[config.mk]
export PLATFORM = sky130hd
export DESIGN_NAME = fifo_frame_packer
export DESIGN_NICKNAME = d
export VERILOG_FILES = /design/src/rtl/fifo_frame_packer_pkg.sv /design/src/rtl/fifo_frame_packer_word_serializer.sv /design/src/rtl/fifo_frame_packer.sv
export SDC_FILE = /design/constraint.sdc
export NUM_CORES = 1
export LEC_CHECK = 0
export ABC_CLOCK_PERIOD_IN_PS = 2200
export BUFFER_PORTS_ARGS = -buffer_cell sky130_fd_sc_hd__buf_4
export CAP_MARGIN = 25
export CORE_ASPECT_RATIO = 1.5
export CORE_UTILIZATION = 40
export CTS_CLUSTER_SIZE = 12
export DETAILED_ROUTE_END_ITERATION = 10
export GPL_TIMING_DRIVEN = 0
export RECOVER_POWER = 50
export SLEW_MARGIN = 20
export SYNTH_ARGS = -nofsm -noshare
export SYNTH_HDL_FRONTEND = slang
export SYNTH_SLANG_ARGS = --single-unit
export TNS_END_PERCENT = 50
[constraint.sdc]
create_clock -name clk -period 2.2 [get_ports clk]
set_clock_uncertainty 0.15 [all_clocks]
set_input_delay 0.11 -clock clk [delete_from_list [all_inputs] [get_ports clk]]
set_output_delay 0.11 -clock clk [all_outputs]
set_load 0.02 [all_outputs]
[src/rtl/fifo_frame_packer_pkg.sv]
// fifo_frame_packer_pkg
//   Shared definitions for the frame packer: FSM state type, default frame
//   sync marker and the 8-bit additive checksum helper.
package fifo_frame_packer_pkg;

  typedef enum logic [2:0] {
    ST_IDLE  = 3'd0,
    ST_SYNC  = 3'd1,
    ST_SEQ   = 3'd2,
    ST_FETCH = 3'd3,
    ST_BYTES = 3'd4,
    ST_CSUM  = 3'd5
  } state_e;

  localparam logic [7:0] DEFAULT_SYNC_BYTE = 8'hA5;

  // Running checksum: plain modulo-256 sum.
  function automatic logic [7:0] csum_add(input logic [7:0] acc, input logic [7:0] b);
    return acc + b;
  endfunction

endpackage

[src/rtl/fifo_frame_packer_word_serializer.sv]
// word_serializer
//   Holds one WORD_BYTES-wide word and hands it out LSB byte first.
//   Ports:
//     clk_i       clock
//     rst_ni      synchronous active-low reset
//     load_i      capture word_i, byte index back to 0
//     word_i      word to serialise
//     adv_i       current byte consumed, shift to the next one
//     byte_o      current byte
//     next_byte_o byte that becomes current after adv_i
//     last_o      current byte is the last one of the word
module word_serializer #(
  parameter int unsigned WORD_BYTES = 4
) (
  input  logic                    clk_i,
  input  logic                    rst_ni,
  input  logic                    load_i,
  input  logic [8*WORD_BYTES-1:0] word_i,
  input  logic                    adv_i,
  output logic [7:0]              byte_o,
  output logic [7:0]              next_byte_o,
  output logic                    last_o
);

  localparam int unsigned W    = 8 * WORD_BYTES;
  localparam int unsigned IDXW = (WORD_BYTES > 1) ? $clog2(WORD_BYTES) : 1;

  logic [W-1:0]    sh_q, sh_d, sh_shift;
  logic [IDXW-1:0] idx_q, idx_d;

  assign sh_shift    = sh_q >> 8;
  assign byte_o      = sh_q[7:0];
  assign next_byte_o = sh_shift[7:0];
  assign last_o      = (idx_q == IDXW'(WORD_BYTES - 1));

  always_comb begin
    sh_d  = sh_q;
    idx_d = idx_q;
    if (load_i) begin
      sh_d  = word_i;
      idx_d = '0;
    end else if (adv_i) begin
      sh_d  = sh_shift;
      idx_d = idx_q + IDXW'(1);
    end
  end

  always_ff @(posedge clk_i) begin
    if (!rst_ni) begin
      sh_q  <= '0;
      idx_q <= '0;
    end else begin
      sh_q  <= sh_d;
      idx_q <= idx_d;
    end
  end

endmodule

[src/rtl/fifo_frame_packer.sv]
// fifo_frame_packer
//   Pops sample words from a simple_fifo and emits fixed-length frames as a
//   valid/ready byte stream: SYNC_BYTE, seq, payload (LSB first), checksum.
//   The checksum is the mod-256 sum of seq and every payload byte.
//   Ports:
//     clk          clock, rising edge
//     rst_n        synchronous active-low reset
//     fifo_nempty  FIFO has data
//     fifo_data    FIFO head word
//     fifo_pop     pop strobe (combinational, only in FETCH)
//     tx_valid     registered byte valid
//     tx_ready     sink accepts when tx_valid && tx_ready
//     tx_data      registered byte
//     frame_done   one-cycle pulse after the checksum byte is accepted
//     busy         FSM not idle
module fifo_frame_packer
  import fifo_frame_packer_pkg::*;
#(
  parameter int unsigned WORD_BYTES  = 4,
  parameter int unsigned FRAME_WORDS = 8,
  parameter logic [7:0]  SYNC_BYTE   = DEFAULT_SYNC_BYTE
) (
  input  logic                    clk,
  input  logic                    rst_n,
  input  logic                    fifo_nempty,
  input  logic [8*WORD_BYTES-1:0] fifo_data,
  output logic                    fifo_pop,
  output logic                    tx_valid,
  input  logic                    tx_ready,
  output logic [7:0]              tx_data,
  output logic                    frame_done,
  output logic                    busy
);

  state_e     state_q, state_d;
  logic       tx_valid_q, tx_valid_d;
  logic [7:0] tx_data_q, tx_data_d;
  logic [7:0] seq_q, seq_d;
  logic [7:0] csum_q, csum_d;
  logic [7:0] wcnt_q, wcnt_d;
  logic       frame_done_q, frame_done_d;

  logic       accept;
  logic       ser_load, ser_adv, ser_last;
  logic [7:0] ser_byte, ser_next;

  assign accept     = tx_valid_q && tx_ready;
  assign tx_valid   = tx_valid_q;
  assign tx_data    = tx_data_q;
  assign frame_done = frame_done_q;
  assign busy       = (state_q != ST_IDLE);

  word_serializer #(
    .WORD_BYTES (WORD_BYTES)
  ) u_ser (
    .clk_i       (clk),
    .rst_ni      (rst_n),
    .load_i      (ser_load),
    .word_i      (fifo_data),
    .adv_i       (ser_adv),
    .byte_o      (ser_byte),
    .next_byte_o (ser_next),
    .last_o      (ser_last)
  );

  // The output byte register is reloaded on the same edge that accepts the
  // previous byte, so back-to-back bytes need no bubble; the only gaps are
  // the FETCH cycle per word and SYNC's first load after IDLE.
  always_comb begin
    state_d      = state_q;
    tx_valid_d   = tx_valid_q;
    tx_data_d    = tx_data_q;
    seq_d        = seq_q;
    csum_d       = csum_q;
    wcnt_d       = wcnt_q;
    frame_done_d = 1'b0;
    ser_load     = 1'b0;
    ser_adv      = 1'b0;
    fifo_pop     = 1'b0;

    unique case (state_q)
      ST_IDLE: begin
        if (fifo_nempty) state_d = ST_SYNC;
      end
      ST_SYNC: begin
        if (!tx_valid_q) begin
          tx_valid_d = 1'b1;
          tx_data_d  = SYNC_BYTE;
        end else if (tx_ready) begin
          tx_data_d = seq_q;
          state_d   = ST_SEQ;
        end
      end
      ST_SEQ: begin
        if (accept) begin
          tx_valid_d = 1'b0;
          csum_d     = seq_q;
          wcnt_d     = '0;
          state_d    = ST_FETCH;
        end
      end
      ST_FETCH: begin
        if (fifo_nempty) begin
          fifo_pop   = 1'b1;
          ser_load   = 1'b1;
          tx_valid_d = 1'b1;
          tx_data_d  = fifo_data[7:0];
          state_d    = ST_BYTES;
        end
      end
      ST_BYTES: begin
        if (accept) begin
          ser_adv = 1'b1;
          csum_d  = csum_add(csum_q, ser_byte);
          if (!ser_last) begin
            tx_data_d = ser_next;
          end else begin
            wcnt_d = wcnt_q + 8'd1;
            if (wcnt_q == 8'(FRAME_WORDS - 1)) begin
              tx_data_d = csum_d;
              state_d   = ST_CSUM;
            end else begin
              tx_valid_d = 1'b0;
              state_d    = ST_FETCH;
            end
          end
        end
      end
      ST_CSUM: begin
        if (accept) begin
          tx_valid_d   = 1'b0;
          frame_done_d = 1'b1;
          seq_d        = seq_q + 8'd1;
          state_d      = ST_IDLE;
        end
      end
      default: begin
        tx_valid_d = 1'b0;
        state_d    = ST_IDLE;
      end
    endcase
  end

  always_ff @(posedge clk) begin
    if (!rst_n) begin
      state_q      <= ST_IDLE;
      tx_valid_q   <= 1'b0;
      tx_data_q    <= '0;
      seq_q        <= '0;
      csum_q       <= '0;
      wcnt_q       <= '0;
      frame_done_q <= 1'b0;
    end else begin
      state_q      <= state_d;
      tx_valid_q   <= tx_valid_d;
      tx_data_q    <= tx_data_d;
      seq_q        <= seq_d;
      csum_q       <= csum_d;
      wcnt_q       <= wcnt_d;
      frame_done_q <= frame_done_d;
    end
  end

endmodule
==> summary.md, run 1 <==
| Metric | Value |
|---|---|
| Register area | `0.00142 mm^2` |
| Clock power share | `0.456` |
| P per Cell Area | `598 mW/mm^2` |
| Fin crit share | `1.00` |
| Layout cells sized above 1 | `0.168` |
| CP max stage cell | `fa_2` |
| Vias/cell | `5.79` |
| Worst slew pin tran | `0.586 ns` |
| Final WS setup | `-0.00641 ns` |
| Async SR Flop Fraction | `0` |
| CTS H-tree depth | `3` |
| Startpoint of the worst-slack reg-to-reg timing path | `u_ser.sh_q[0]$_SDFFE_PN0P_` |
| Crit path max fanout | `2` |
| Worst min-delay path category | `primary input to flip-flop` |
| Failing checks | `negative setup slack` |
| WP buf/inv | `0` |
| Top sig layer | `met4` |
| Gr ovfl total | `0` |
| Post-route ant nets | `0` |
| Via count | `3817` |
| Worst setup SP type | `flip-flop` |
| Area growth syn-to-layout | `28.1%` |
| Skew-Pair Late Insertion Delay | `0.34 ns` |
| Hold Startpoint | `rst_n` |
| CTS tree | `done` |
| Die ar. | `0.0102 mm^2` |
| Multi-input logic area | `0.00233 mm^2` |
| Hold path cells | `3` |
| FP Rows | `43` |
| Total power | `3.00 mW` |
| Buffers on Ports | `47` |
| Initial Util | `0.418` |
| Final Hold Vio Count | `0` |
| Fin crit period | `2.21 ns` |
| Initial antenna violation count | `0` |
| Headroom to the max-slew limit | `0.609` |
| Lkg Pwr | `2.22 nW` |
| Syn nets | `496` |
| Die height | `123 um` |
| Core box area | `0.00936 mm^2` |
| Die width | `82.8 um` |
| Critical Path RT | `2.27 ns` |
| Critical path's top delay family | `compound AO/OA/AOI/OAI gates` |
| GRT Total Usage | `0.259` |
| Number of max-cap violations | `0` |
| Reg2reg setup slack | `-0.006 ns` |
| Status | `complete, but fails checks` |
| Unrepaired setup endpoints after global routing | `true` |
| ANT cells | `0` |
| Cell Chain, Critical Path | `ha_4, fa_2, a21o_1, a221oi_2, xnor2_1, a221oi_1, a21oi_1` |
| Layout Nets | `589` |
| Critical Path Max Stage Delay | `0.36 ns` |
| Cell Int Power | `2.22 mW` |
| 1st-pass router iterations | `5` |
| Hold_ws | `0.0140 ns` |
| #FFs+latches synth | `71` |
| Total CTS buffers | `9` |
| Synth Warn # | `0` |
| Hold Path End | `tx_data[7]$_SDFFE_PN0P_` |
| Root Driver | `clkbuf_16` |
| Met2 wire length | `6.48 mm` |
| Post-Syn Area | `0.00392 mm^2` |
| Critical Path End Type | `flip-flop` |
| Comb pwr share | `0.102` |
| Fillcell total | `933` |
| Cell variety after synth | `64` |
| Max-slew violations | `0` |
| TritonCTS Sinks | `71` |
| Syn avg cell area | `8.72 um^2` |
| Seq/Total Area, Yosys | `0.363` |
| Critical Setup Path Class | `flip-flop to flip-flop` |
| Peak supply drop | `0.000424 V` |
| Wire length per cell | `18.6 um` |
| Pre-CTS setup slack | `-0.0755 ns` |
| CTS Buffer Depth | `2` |
| Detailed Place HPWL | `9.12 mm` |
| Flop pwr share | `0.442` |
| Io pins | `48` |
| Routed wire length | `12.2 mm` |
| RR Endpoint | `tx_data[6]$_SDFFE_PN0P_` |
| Commonest non-fill, non-tap cell in the layout | `dfxtp_1` |
| Met3 wire len | `592 um` |
| Mapped Cells | `449` |
| Post-synth EDFFs | `0` |
| First-pass GRT wire length | `19.4 mm` |
| Final Setup Violations | `1` |
| Most frequent cells in the layout | `69 x dfxtp_1, 52 x nand2_1, 41 x buf_4, 33 x dlygate4sd3_1, 28 x nor2_1` |
| Net Switching | `0.777 mW` |
| WP data arrival | `2.27 ns` |
| Fmax | `453 MHz` |
| Switching share of power | `0.259` |
| Wire length on met1 | `4.70 mm` |
| Top_reg_cell synth | `dfxtp_1` |
| Largest net degree at the start of global routing | `15` |
| Global placement routability congestion | `0.923` |
| Number of global-route vias before repair | `3735` |
| 1st-iter DRT viols | `318` |
| DRC Markers | `0` |
| Worst-case reg-to-reg path depth | `7` |
| CTS clk-pin slew, worst paths | `0.06 ns` |
-- per-layer routing --
metal	up-vias	GRT usage
li1	1829	-
met1	1826	0.287
met2	136	0.466
met3	26	0.0443
met4	0	0.125
met5	-	0
-- power by group through the flow --
stage	sequential (mW)	clock [mW]	combinational, mW
floorplan	1.37	0	0.128
global placement	1.35	0	0.269
detailed placement	1.35	0	0.270
CTS	1.33	1.38	0.318
global route	1.33	1.43	0.328
finish	1.33	1.37	0.304
-- repair_timing --
action	in CTS	in global routing
endpoints found under the setup margin	4	6
resized for setup	5	6
buffers inserted	2	0
pin swaps	7	4
hold endpoints to repair	33	0
hold buffers	33	0
-- cells in the mapped netlist, types with 4 or more instances --
cell | number | area [um^2]
nand2_1 | 52 | 195
a21oi_1 | 18 | 90.1
nor2_1 | 29 | 109
xnor2_1 | 12 | 105
and2_1 | 9 | 56.3
o211ai_1 | 4 | 30.0
a31oi_1 | 4 | 25.0
nand2b_1 | 4 | 25.0
a21o_1 | 4 | 30.0
clkbuf_1 | 13 | 48.8
o211a_1 | 26 | 260
nand4_1 | 5 | 31.3
inv_1 | 6 | 22.5
buf_2 | 12 | 60.1
a211oi_1 | 4 | 30.0
o21ai_0 | 22 | 110
a311oi_1 | 6 | 52.6
nand3_1 | 23 | 115
dfxtp_1 | 71 | 1420
nor2b_1 | 13 | 81.3
and3_1 | 7 | 43.8
xor2_1 | 6 | 52.6
ha_1 | 10 | 125
or3_1 | 4 | 25.0
mux2i_1 | 22 | 220
a22oi_1 | 8 | 60.1
-- metrics by stage --
step	instance area, um^2	TNS (ns)	instances	util
3_5_place_dp	4410	-0.106	608	0.471
4_1_cts	5050	-0.0200	659	0.540
5_1_grt	5010	-0.258	659	0.536
3_3_place_gp	4410	-0.0770	608	0.471
6_report	5010	-0.00641	659	0.536
2_1_floorplan	3920	0	449	-
-- worst max path at each step --
stage / startpoint / endpoint / slack (ns) / cells after the start
4_1_cts: u_ser.sh_q[0]$_SDFFE_PN0P_ / tx_data[6]$_SDFFE_PN0P_ / -0.02 / 7
5_1_grt: u_ser.sh_q[0]$_SDFFE_PN0P_ / tx_data[6]$_SDFFE_PN0P_ / -0.06 / 7
3_3_place_gp: csum_q[0]$_SDFFE_PN0P_ / tx_data[6]$_SDFFE_PN0P_ / -0.06 / 7
6_report: u_ser.sh_q[0]$_SDFFE_PN0P_ / tx_data[6]$_SDFFE_PN0P_ / -0.006 / 7
3_5_place_dp: csum_q[0]$_SDFFE_PN0P_ / tx_data[6]$_SDFFE_PN0P_ / -0.08 / 7
2_1_floorplan: csum_q[0]$_SDFFE_PN0P_ / tx_data[6]$_SDFFE_PN0P_ / 0.12 / 7
-- state kept, by name (all words and copies together) (netlist names), 2 cells and up --
signal and cells:
u_ser.sh_q 32, csum_q 8, seq_q 8, tx_data 8
wcnt_q 8, state_q 3, u_ser.idx_q 2
-- worst reg2reg max path: cells and delay by family (launching register included) --
kind                       cells  cell delay, ns
AOI/OAI and AO/OA              4            0.92
adders and majority gates      2            0.52
DFF                            1            0.34
xor gates and xnor gates       1            0.15
-- kinds of logic after synthesis --
kind of cell / after synthesis / synth area share
compound gates: 123 / 0.237
xor+xnor: 18 / 0.0403
fa+ha+maj: 11 / 0.0371
buf+inv: 38 / 0.0470
flops: 71 / 0.363
mux: 22 / 0.0562
simple gates: 166 / 0.220
-- final cells by class --
class                           count  area share
Buffer                             31      0.0312
Sequential cell                    71       0.284
Tap cell                          112      0.0280
Timing Repair Buffer               82       0.131
Multi-Input combinational cell    340       0.465
Inverter                            7     0.00524
Clock inverter                      7      0.0110
Clock buffer                        9      0.0449
No activity file was read; power rests on OpenSTA's default activity.
==> run 2: changes to the inputs <==
- PLACE_DENSITY_LB_ADDON: not set -> 0.3
- TNS_END_PERCENT: 50 -> 30
==> summary.md, run 2 (synthesis results as in run 1) <==
| Metric | Value |
|---|---|
| Via count | `3783 (-0.89%)` |
| Post-route cell area | `0.00502 mm^2 (+0.15%)` |
| Hold path cells | `3 (unchanged)` |
| FP Rows | `43 (unchanged)` |
| Gr ovfl total | `0 (unchanged)` |
| Unrepaired setup endpoints after global routing | `true` |
| Core box area | `0.00936 mm^2 (unchanged)` |
| Placed cell area | `0.00441 mm^2 (unchanged)` |
| Cell Chain, Critical Path | `ha_1, buf_2, a211oi_2, nor2_1, o31a_1, o2111a_1, a211o_1` |
| 1st-iter DRT viols | `334 (+5.0%)` |
| Worst-case reg-to-reg path depth | `7 (unchanged)` |
| Crit path max fanout | `9 (+7)` |
| Peak supply drop | `0.000422 V (-0.37%)` |
| Total CTS buffers | `9 (unchanged)` |
| Post-route ant nets | `0 (unchanged)` |
| Vias/cell | `5.76 (-0.59%)` |
| Critical Path RT | `2.27 ns (about the same)` |
| Wire length per cell | `18.3 um (-1.3%)` |
| Routed wire length | `12.1 mm (-1.6%)` |
| Lkg Pwr | `2.24 nW (+0.86%)` |
| Number of max-cap violations | `0 (unchanged)` |
| Final Hold Vio Count | `0 (unchanged)` |
| Initial Util | `0.418 (unchanged)` |
| CP max stage cell | `dfxtp_1` |
| CTS tree | `done` |
| ANT cells | `0 (unchanged)` |
| Hold Path End | `tx_data[7]$_SDFFE_PN0P_` |
| Pre-CTS setup slack | `-0.0704 ns (+0.00511 ns)` |
| Die ar. | `0.0102 mm^2 (unchanged)` |
| CTS clk-pin slew, worst paths | `0.06 ns (about the same)` |
| Fin crit share | `0.972 (-0.0311)` |
| Io pins | `48 (unchanged)` |
| Headroom to the max-slew limit | `0.602 (-0.00695)` |
| Final WS setup | `0.0619 ns (+0.0683 ns)` |
| Detailed Place HPWL | `8.81 mm (-3.3%)` |
| First-pass GRT wire length | `19.0 mm (-2.0%)` |
| CTS H-tree depth | `3 (unchanged)` |
| CTS Buffer Depth | `2 (unchanged)` |
| TritonCTS Sinks | `71 (unchanged)` |
| Most frequent cells in the layout | `68 x dfxtp_1, 52 x nand2_1, 40 x buf_4, 33 x dlygate4sd3_1, 30 x nor2_1` |
| Largest register FFs | `32 (unchanged)` |
| Fin crit period | `2.14 ns (-0.0683 ns)` |
| P per Cell Area | `593 mW/mm^2 (-0.75%)` |
| Worst setup SP type | `flip-flop` |
| Buffers on Ports | `47 (unchanged)` |
| Root Driver | `clkbuf_16` |
| Commonest non-fill, non-tap cell in the layout | `dfxtp_1` |
| Status | `completed` |
| Number of global-route vias before repair | `3756 (+0.56%)` |
| WP data arrival | `2.21 ns (-0.06 ns)` |
| Critical Setup Path Class | `flip-flop to flip-flop` |
| Critical Path End Type | `flip-flop` |
| DRC Markers | `0 (unchanged)` |
| Most flop-heavy register | `u_ser.sh_q` |
| Final non-filler cell total | `657 (-0.30%)` |
| Global placement routability congestion | `0.968 (+4.9%)` |
| Area growth syn-to-layout | `28.3%` |
| Reg2reg setup slack | `0.06 ns (+0.07 ns)` |
| Cells after DPL | `608 (unchanged)` |
| Hold_ws | `0.0208 ns (+0.00678 ns)` |
| Die width | `82.8 um (unchanged)` |
| Max-slew violations | `0 (unchanged)` |
| Setup_tns | `0 ns (+0.00641 ns)` |
| Total power | `2.98 mW (-0.61%)` |
| Startpoint of the worst-slack reg-to-reg timing path | `csum_q[4]$_SDFFE_PN0P_` |
| Initial antenna violation count | `0 (unchanged)` |
| Worst min-delay path category | `primary input to flip-flop` |
| Skew-Pair Late Insertion Delay | `0.34 ns (about the same)` |
| Fmax | `468 MHz (+3.2%)` |
| Layout Nets | `588 (-0.17%)` |
| Critical Path Max Stage Delay | `0.32 ns (-0.04 ns)` |
| Worst slew pin tran | `0.596 ns (+0.0104 ns)` |
| Hold Startpoint | `rst_n` |
| RR Endpoint | `tx_data[7]$_SDFFE_PN0P_` |
| GRT Total Usage | `0.254 (-0.00549)` |
| Final Setup Violations | `0 (-1)` |
| 1st-pass router iterations | `5 (unchanged)` |
| Layout cells sized above 1 | `0.169 (+0.000617)` |
| Largest net degree at the start of global routing | `13 (-2)` |
| Die height | `123 um (unchanged)` |
| Fin util | `0.536 (+0.000802)` |
-- run 2: layout make-up --
| cell class | instances | area [um^2] |
|---|---|---|
| clock inverters | 5 | 35.0 |
| flip-flops and latches | 71 | 1430 |
| repair buffers | 81 | 649 |
| multi-input cells | 340 | 2350 |
| fillers | 887 | 4340 |
| well taps | 112 | 140 |
| inverters | 7 | 26.3 |
| plain buffers | 31 | 159 |
| clock buffers | 10 | 239 |
-- run 2: timing repair --
action,CTS,global route
endpoints found under the setup margin,4,9
endpoints found under the hold margin,33,0
hold buffers,33,0
pin swaps,7,7
setup buffers,1,0
gates resized for setup,7,5
-- run 2: worst max-delay path by stage --
stage	startpoint	to	slack, ns	depth (start not counted)
global route	u_ser.sh_q[0]$_SDFFE_PN0P_	csum_q[4]$_SDFFE_PN0P_	-0.03	7
global placement	csum_q[0]$_SDFFE_PN0P_	tx_data[6]$_SDFFE_PN0P_	-0.1	7
detailed placement	csum_q[0]$_SDFFE_PN0P_	tx_data[6]$_SDFFE_PN0P_	-0.07	7
floorplan	csum_q[0]$_SDFFE_PN0P_	tx_data[6]$_SDFFE_PN0P_	0.12	7
finish	csum_q[4]$_SDFFE_PN0P_	tx_data[7]$_SDFFE_PN0P_	0.06	7
CTS	u_ser.sh_q[0]$_SDFFE_PN0P_	tx_data[6]$_SDFFE_PN0P_	-0.008	7
-- run 2: critical path, delay by kind of cell, from the launching register on --
kind	cells	cell delay (ns)
and+or+nand+nor	1	0.10
buffers and inverters	1	0.18
DFF	1	0.32
AOI/OAI and AO/OA	4	1.01
adders and majority gates	1	0.28
-- run 2: routing by layer --
layer	part of all wire	GRT usage
met3	0.045	0.0376
met2	0.51	0.438
met1	0.40	0.285
met5	0	0
met4	0.049	0.159
-- run 2: power breakdown --
group          switching, mW  total (mW)  internal, mW
combinational          0.164       0.308         0.144
clock                  0.560        1.35         0.786
sequential            0.0180        1.33          1.31
